## config.mk

```make
export PLATFORM = sky130hd
export DESIGN_NAME = axis_case_conv
export DESIGN_NICKNAME = d
export VERILOG_FILES = /design/src/rtl/axis_case_conv.sv
export SDC_FILE = /design/constraint.sdc
export NUM_CORES = 1
export LEC_CHECK = 0
export ABC_AREA = 1
export CAP_MARGIN = 20
export CORE_MARGIN = 2
export CORE_UTILIZATION = 53
export CTS_CLUSTER_SIZE = 14
export DETAILED_ROUTE_END_ITERATION = 8
export PLACE_DENSITY_LB_ADDON = 0.25
export SYNTH_ARGS = -nofsm -noshare
export SYNTH_HDL_FRONTEND = slang
export SYNTH_SLANG_ARGS = --single-unit
```

## constraint.sdc

```tcl
create_clock -name ap_clk -period 4.2 [get_ports ap_clk]
set_clock_uncertainty 0.2 [all_clocks]
set_input_delay 0.42 -clock ap_clk [delete_from_list [all_inputs] [get_ports ap_clk]]
set_output_delay 0.42 -clock ap_clk [all_outputs]
set_load 0.01 [all_outputs]
```

## src/rtl/axis_case_conv.sv

```systemverilog
// axis_case_conv: AXI4-Stream ASCII case converter, BYTES characters per beat.
// Modes: 0 pass, 1 upper, 2 lower, 3 toggle; the mode is latched on the
// first beat of each packet. Output passes through a 2-entry buffer so that
// s_axis_tready is registered and full throughput is kept under backpressure.
// Optional feature macro: AXIS_CASE_CONV_STATS_EN adds pkt_count/conv_count.
//
// Handshake: a beat moves on a channel exactly on a rising edge where tvalid
// and tready are both high. A source holds tvalid and its payload stable until
// that edge. A sink may raise or drop tready freely. Neither direction's
// tvalid ever depends combinationally on the same channel's tready.
module axis_case_conv #(
    parameter int BYTES = 1,
    parameter int CNT_W = 32
) (
    input  logic               ap_clk,
    input  logic               ap_rst,
    input  logic [1:0]         mode,
    input  logic [8*BYTES-1:0] s_axis_tdata,
    input  logic [BYTES-1:0]   s_axis_tkeep,
    input  logic               s_axis_tlast,
    input  logic               s_axis_tvalid,
    output logic               s_axis_tready,
    output logic [8*BYTES-1:0] m_axis_tdata,
    output logic [BYTES-1:0]   m_axis_tkeep,
    output logic               m_axis_tlast,
    output logic               m_axis_tvalid,
    input  logic               m_axis_tready,
    output logic               busy
`ifdef AXIS_CASE_CONV_STATS_EN
    ,
    output logic [CNT_W-1:0]   pkt_count,
    output logic [CNT_W-1:0]   conv_count
`endif
);

    typedef enum logic {
        IDLE = 1'b0,
        PKT  = 1'b1
    } state_t;

    state_t               state_q;
    logic [1:0]           mode_q;
    logic [1:0]           eff_mode;
    logic                 in_acc;
    logic                 out_acc;
    logic [8*BYTES-1:0]   conv_data;
    logic [1:0]           occ_q;
    logic [1:0]           occ_next;
    logic [8*BYTES-1:0]   tail_data;
    logic [BYTES-1:0]     tail_keep;
    logic                 tail_last;
`ifdef AXIS_CASE_CONV_STATS_EN
    logic [CNT_W-1:0]     alt_cnt;
`endif

    assign in_acc   = s_axis_tvalid & s_axis_tready;
    assign out_acc  = m_axis_tvalid & m_axis_tready;
    // Inside a packet the latched mode rules; between packets the live input.
    assign eff_mode = (state_q == PKT) ? mode_q : mode;

    // Packet tracker: latches the mode on the first beat of multi-beat packets;
    // busy is the registered image of the PKT state.
    always_ff @(posedge ap_clk) begin
        if (ap_rst) begin
            state_q <= IDLE;
            mode_q  <= 2'd0;
            busy    <= 1'b0;
        end else if (in_acc) begin
            case (state_q)
                IDLE: begin
                    if (!s_axis_tlast) begin
                        state_q <= PKT;
                        mode_q  <= mode;
                        busy    <= 1'b1;
                    end
                end
                PKT: begin
                    if (s_axis_tlast) begin
                        state_q <= IDLE;
                        busy    <= 1'b0;
                    end
                end
                default: begin
                    state_q <= IDLE;
                    busy    <= 1'b0;
                end
            endcase
        end
    end

    // Per-lane conversion: only ASCII letters on kept lanes get bit 5 changed.
    always_comb begin
        logic [7:0] b;
        logic       is_up;
        logic       is_lo;
        logic       flip;
        conv_data = s_axis_tdata;
`ifdef AXIS_CASE_CONV_STATS_EN
        alt_cnt   = '0;
`endif
        for (int i = 0; i < BYTES; i++) begin
            b     = s_axis_tdata[8*i +: 8];
            is_up = (b >= 8'h41) && (b <= 8'h5A);
            is_lo = (b >= 8'h61) && (b <= 8'h7A);
            flip  = s_axis_tkeep[i] &
                    (((eff_mode == 2'd1) & is_lo) |
                     ((eff_mode == 2'd2) & is_up) |
                     ((eff_mode == 2'd3) & (is_up | is_lo)));
            conv_data[8*i +: 8] = b ^ {2'b00, flip, 5'b00000};
`ifdef AXIS_CASE_CONV_STATS_EN
            alt_cnt = alt_cnt + CNT_W'(flip);
`endif
        end
    end

    // Next buffer occupancy; simultaneous push and pop leave it unchanged.
    always_comb begin
        occ_next = occ_q;
        case ({in_acc, out_acc})
            2'b10:   occ_next = occ_q + 2'd1;
            2'b01:   occ_next = occ_q - 2'd1;
            default: occ_next = occ_q;
        endcase
    end

    // Two-entry buffer: the head entry is the m_axis register set itself,
    // the tail entry refills the head when the head is consumed.
    always_ff @(posedge ap_clk) begin
        if (ap_rst) begin
            occ_q         <= 2'd0;
            m_axis_tvalid <= 1'b0;
            m_axis_tdata  <= '0;
            m_axis_tkeep  <= '0;
            m_axis_tlast  <= 1'b0;
            tail_data     <= '0;
            tail_keep     <= '0;
            tail_last     <= 1'b0;
            s_axis_tready <= 1'b0;
        end else begin
            occ_q         <= occ_next;
            m_axis_tvalid <= (occ_next != 2'd0);
            s_axis_tready <= (occ_next < 2'd2);
            case (occ_q)
                2'd0: begin
                    if (in_acc) begin
                        m_axis_tdata <= conv_data;
                        m_axis_tkeep <= s_axis_tkeep;
                        m_axis_tlast <= s_axis_tlast;
                    end
                end
                2'd1: begin
                    if (in_acc && out_acc) begin
                        m_axis_tdata <= conv_data;
                        m_axis_tkeep <= s_axis_tkeep;
                        m_axis_tlast <= s_axis_tlast;
                    end else if (in_acc) begin
                        tail_data <= conv_data;
                        tail_keep <= s_axis_tkeep;
                        tail_last <= s_axis_tlast;
                    end
                end
                default: begin
                    if (out_acc) begin
                        m_axis_tdata <= tail_data;
                        m_axis_tkeep <= tail_keep;
                        m_axis_tlast <= tail_last;
                    end
                end
            endcase
        end
    end

`ifdef AXIS_CASE_CONV_STATS_EN
    // Statistics: packets seen and letters altered, both wrapping.
    always_ff @(posedge ap_clk) begin
        if (ap_rst) begin
            pkt_count  <= '0;
            conv_count <= '0;
        end else if (in_acc) begin
            if (s_axis_tlast) begin
                pkt_count <= pkt_count + 1'b1;
            end
            conv_count <= conv_count + alt_cnt;
        end
    end
`endif

endmodule

```

==> metrics <==
part of the power in registers 41.2%; post-CTS setup buffers 0; CTS tree done; clock share of power around 16%; largest net degree at the start of global routing 21; Worst slew margin 47.46%; Hold Crit Depth 2; Final ANT Viol Nets 0; Nets 236; Tmin final around 2.3 ns; status finished, final reports clean; Int Power approximately 0.0005 W; die extent in y 54.17 um; max-cap viol count 0; core box area 2432 um2; gpl congestion 0.7931; critical path arrival 2.31 ns; CTS Sinks 28; CTS resizes 0; total grt overflow 0; Yosys cell types 21; actual slew at the worst max-slew pin 0.7857 ns; worst r2r src s_axis_tready; DR WL/cell between 10 and 15 um; first-pass GRT wire length about 5 mm; Clock Path Buffers 2; R2R depth 7; R2R Setup Slk 2.08 ns; fmax 439.2 MHz; Initial Utilization 54.84%; Num CTS Buffers 3; Slowest cell on crit path o211ai_2; hold path startpoint mode_q[0]; FFs w/ async S/R, synth 0%; NetSw 0.0003150 W; crit-path max FO 20; mapped cell area 1334 um2; Comb power frac 42.5%; Setup CP Type in -> reg; first drt pass iteration count 5; static leakage roughly 0.73 nW; CTS H-tree lvls 1; Hold EP mode_q[0]; Via-to-Cell Ratio 5.252; unrepaired setup endpoints after global routing no; number of global-route vias before repair 1145; ratio of cells with drive above 1 in the final layout under 10%; PwrDens 503.9 nW/um2; DRC violations left 0; n_diodes 0; Avg Cell Area, Syn ~7.2 um2; hpwl dp around 2.3 mm; hold buffers post-CTS 0; Critical Path, Cell by Cell clkdlybuf4s50_1, nand2_2, inv_1, ha_1, o211ai_2, a21oi_1, a21oi_1, nor2_1; TNS Setup 0 ns; Sw Share 37.96%; Placed Cells 238; final setup fails 0; num rows 18; Filler cells 213; Slowest Stage Delay on Critical Path 0.65 ns; post-synthesis sequential area ratio 42.03%; initial antenna violation count 0; CP Data Required Time 4.23 ns; Synth Flop Type dfxtp_1; Worst R2R End m_axis_tdata[0]; Sequential Area 560.5 um2; cell repeated most along the worst path a21oi_1; Fin. Hold Viols 0; synthesized instance count between 150 and 200; Detailed Route WL 3.175 mm; Seq cells post-synth 28; Post-synth EDFFs 0; Slew Limit Fails 0; Yosys warning count 0; Critical Path Source Type input port; DRT iter0 DRCs 36; period utilisation layout a little over half; Critical Path Sink Type flop; Vias roughly 1300; IO Count 29; Net Count, Synth ~210; multi-input logic area 638.1 um2; Worst-Skew Late Latency 0.33 ns; die area 2934 um2; final non-filler cell total 242; total track usage 24.09%; Die W 54.17 um; Hold Crit Class reg -> reg; input/output buffers 28; area grow syn2layout 23.45%; clock transition at the registers of the reported paths approximately 0.15 ns; CTS root buffer clkbuf_4; Max rail drop VDD 0.0003580 V
cell type report:
class	instances	area share [%]
clock buffers	4	2.204
inverters	25	5.699
multi-input cells	127	38.75
flip-flops and latches	28	34.04
well taps	30	2.280
repair buffers	28	17.02
how the worst max path moves through the flow:
| stage | start | to | slack [ns] | depth (start not counted) |
|---|---|---|---|---|
| after floorplan | s_axis_tvalid | m_axis_tdata[0] | 2.57 | 8 |
| after detailed placement | s_axis_tvalid | m_axis_tdata[0] | 1.56 | 8 |
| after global routing | s_axis_tvalid | m_axis_tdata[0] | 1.73 | 8 |
| after CTS | s_axis_tvalid | m_axis_tdata[0] | 1.94 | 8 |
| final | s_axis_tvalid | m_axis_tdata[0] | 1.92 | 8 |
| after global placement | s_axis_tvalid | m_axis_tdata[1] | 1.67 | 8 |
cells in the final DEF, fill, tap and decap left out:
| cell | count |
|---|---|
| a21oi_1 | 31 |
| clkbuf_8 | 1 |
| dfxtp_1 | 28 |
| nand2_1 | 37 |
| o21ai_0 | 16 |
| nor2_4 | 1 |
| nand3_1 | 5 |
| ha_1 | 7 |
| nand4_1 | 2 |
| o211ai_2 | 1 |
| inv_2 | 1 |
| clkinv_1 | 1 |
| clkbuf_4 | 3 |
| nand2_2 | 2 |
| o211ai_1 | 1 |
| nor2_1 | 23 |
| a21oi_2 | 1 |
| inv_1 | 23 |
| clkdlybuf4s50_1 | 28 |
power groups by stage:
stage               Clock, W  Combinational, W  Sequential (W)
floorplan                  0          0.000219        0.000360
global placement           0          0.000336        0.000345
detailed placement         0          0.000350        0.000348
CTS                 0.000137          0.000352        0.000342
global route        0.000143          0.000397        0.000347
finish              0.000135          0.000352        0.000342
worst max-delay path: cells and delay by family:
| family | cells | cell delay (ns) |
|---|---|---|
| buffers and inverters | 2 | 0.52 |
| AOI/OAI and AO/OA | 3 | 0.98 |
| adders and majority gates | 1 | 0.22 |
| and+or+nand+nor | 2 | 0.17 |
synthesized netlist by cell type (2+ instances only):
cell type | instances | share of area (%)
nand2_1 | 37 | 10
a21oi_1 | 31 | 12
dfxtp_1 | 28 | 42
inv_1 | 23 | 6.5
nor2_1 | 23 | 6.5
o21ai_0 | 16 | 6.0
ha_1 | 7 | 6.6
nand3_1 | 5 | 1.9
buf_4 | 2 | 1.1
nand2_2 | 2 | 0.94
nand4_1 | 2 | 0.94
state kept, by name (all words and copies together) (netlist names):
| name | cells |
|---|---|
| tail_keep | 1 |
| tail_data | 8 |
| occ_q | 2 |
| m_axis_tdata | 8 |
| m_axis_tvalid | 1 |
| m_axis_tlast | 1 |
| tail_last | 1 |
| busy | 1 |
| m_axis_tkeep | 1 |
| state_q | 1 |
| s_axis_tready | 1 |
| mode_q | 2 |
through the flow:
step           area, um2  setup slack [ns]  total power [W]  util [%]  hold WS, ns
2_1_floorplan       1334             2.574        0.0005798         -       0.2286
3_3_place_gp        1610             1.669        0.0006814     66.20       0.2423
3_5_place_dp        1610             1.555        0.0006981     66.20       0.2463
4_1_cts             1647             1.938        0.0008318     67.70       0.2676
5_1_grt             1647             1.728        0.0008876     67.70       0.2954
6_report            1647             1.923        0.0008297     67.70       0.2616
cells by family (layout without fill, tap and decap cells):
| kind of cell | Yosys count | in the layout | share of synthesized area (%) |
|---|---|---|---|
| buf+inv | 31 | 57 | 10.13 |
| fa+ha+maj | 7 | 7 | 6.566 |
| simple gates | 70 | 70 | 21.48 |
| flops | 28 | 28 | 42.03 |
| compound gates | 50 | 50 | 19.79 |
per-layer routing:
layer / wire [um] / track usage [%]
met5: 0 / 0
met4: 73 / 10.42
met3: 215 / 4.444
met2: 1505 / 39.36
met1: 1380 / 30.77
(Power assumes the default switching activity.)
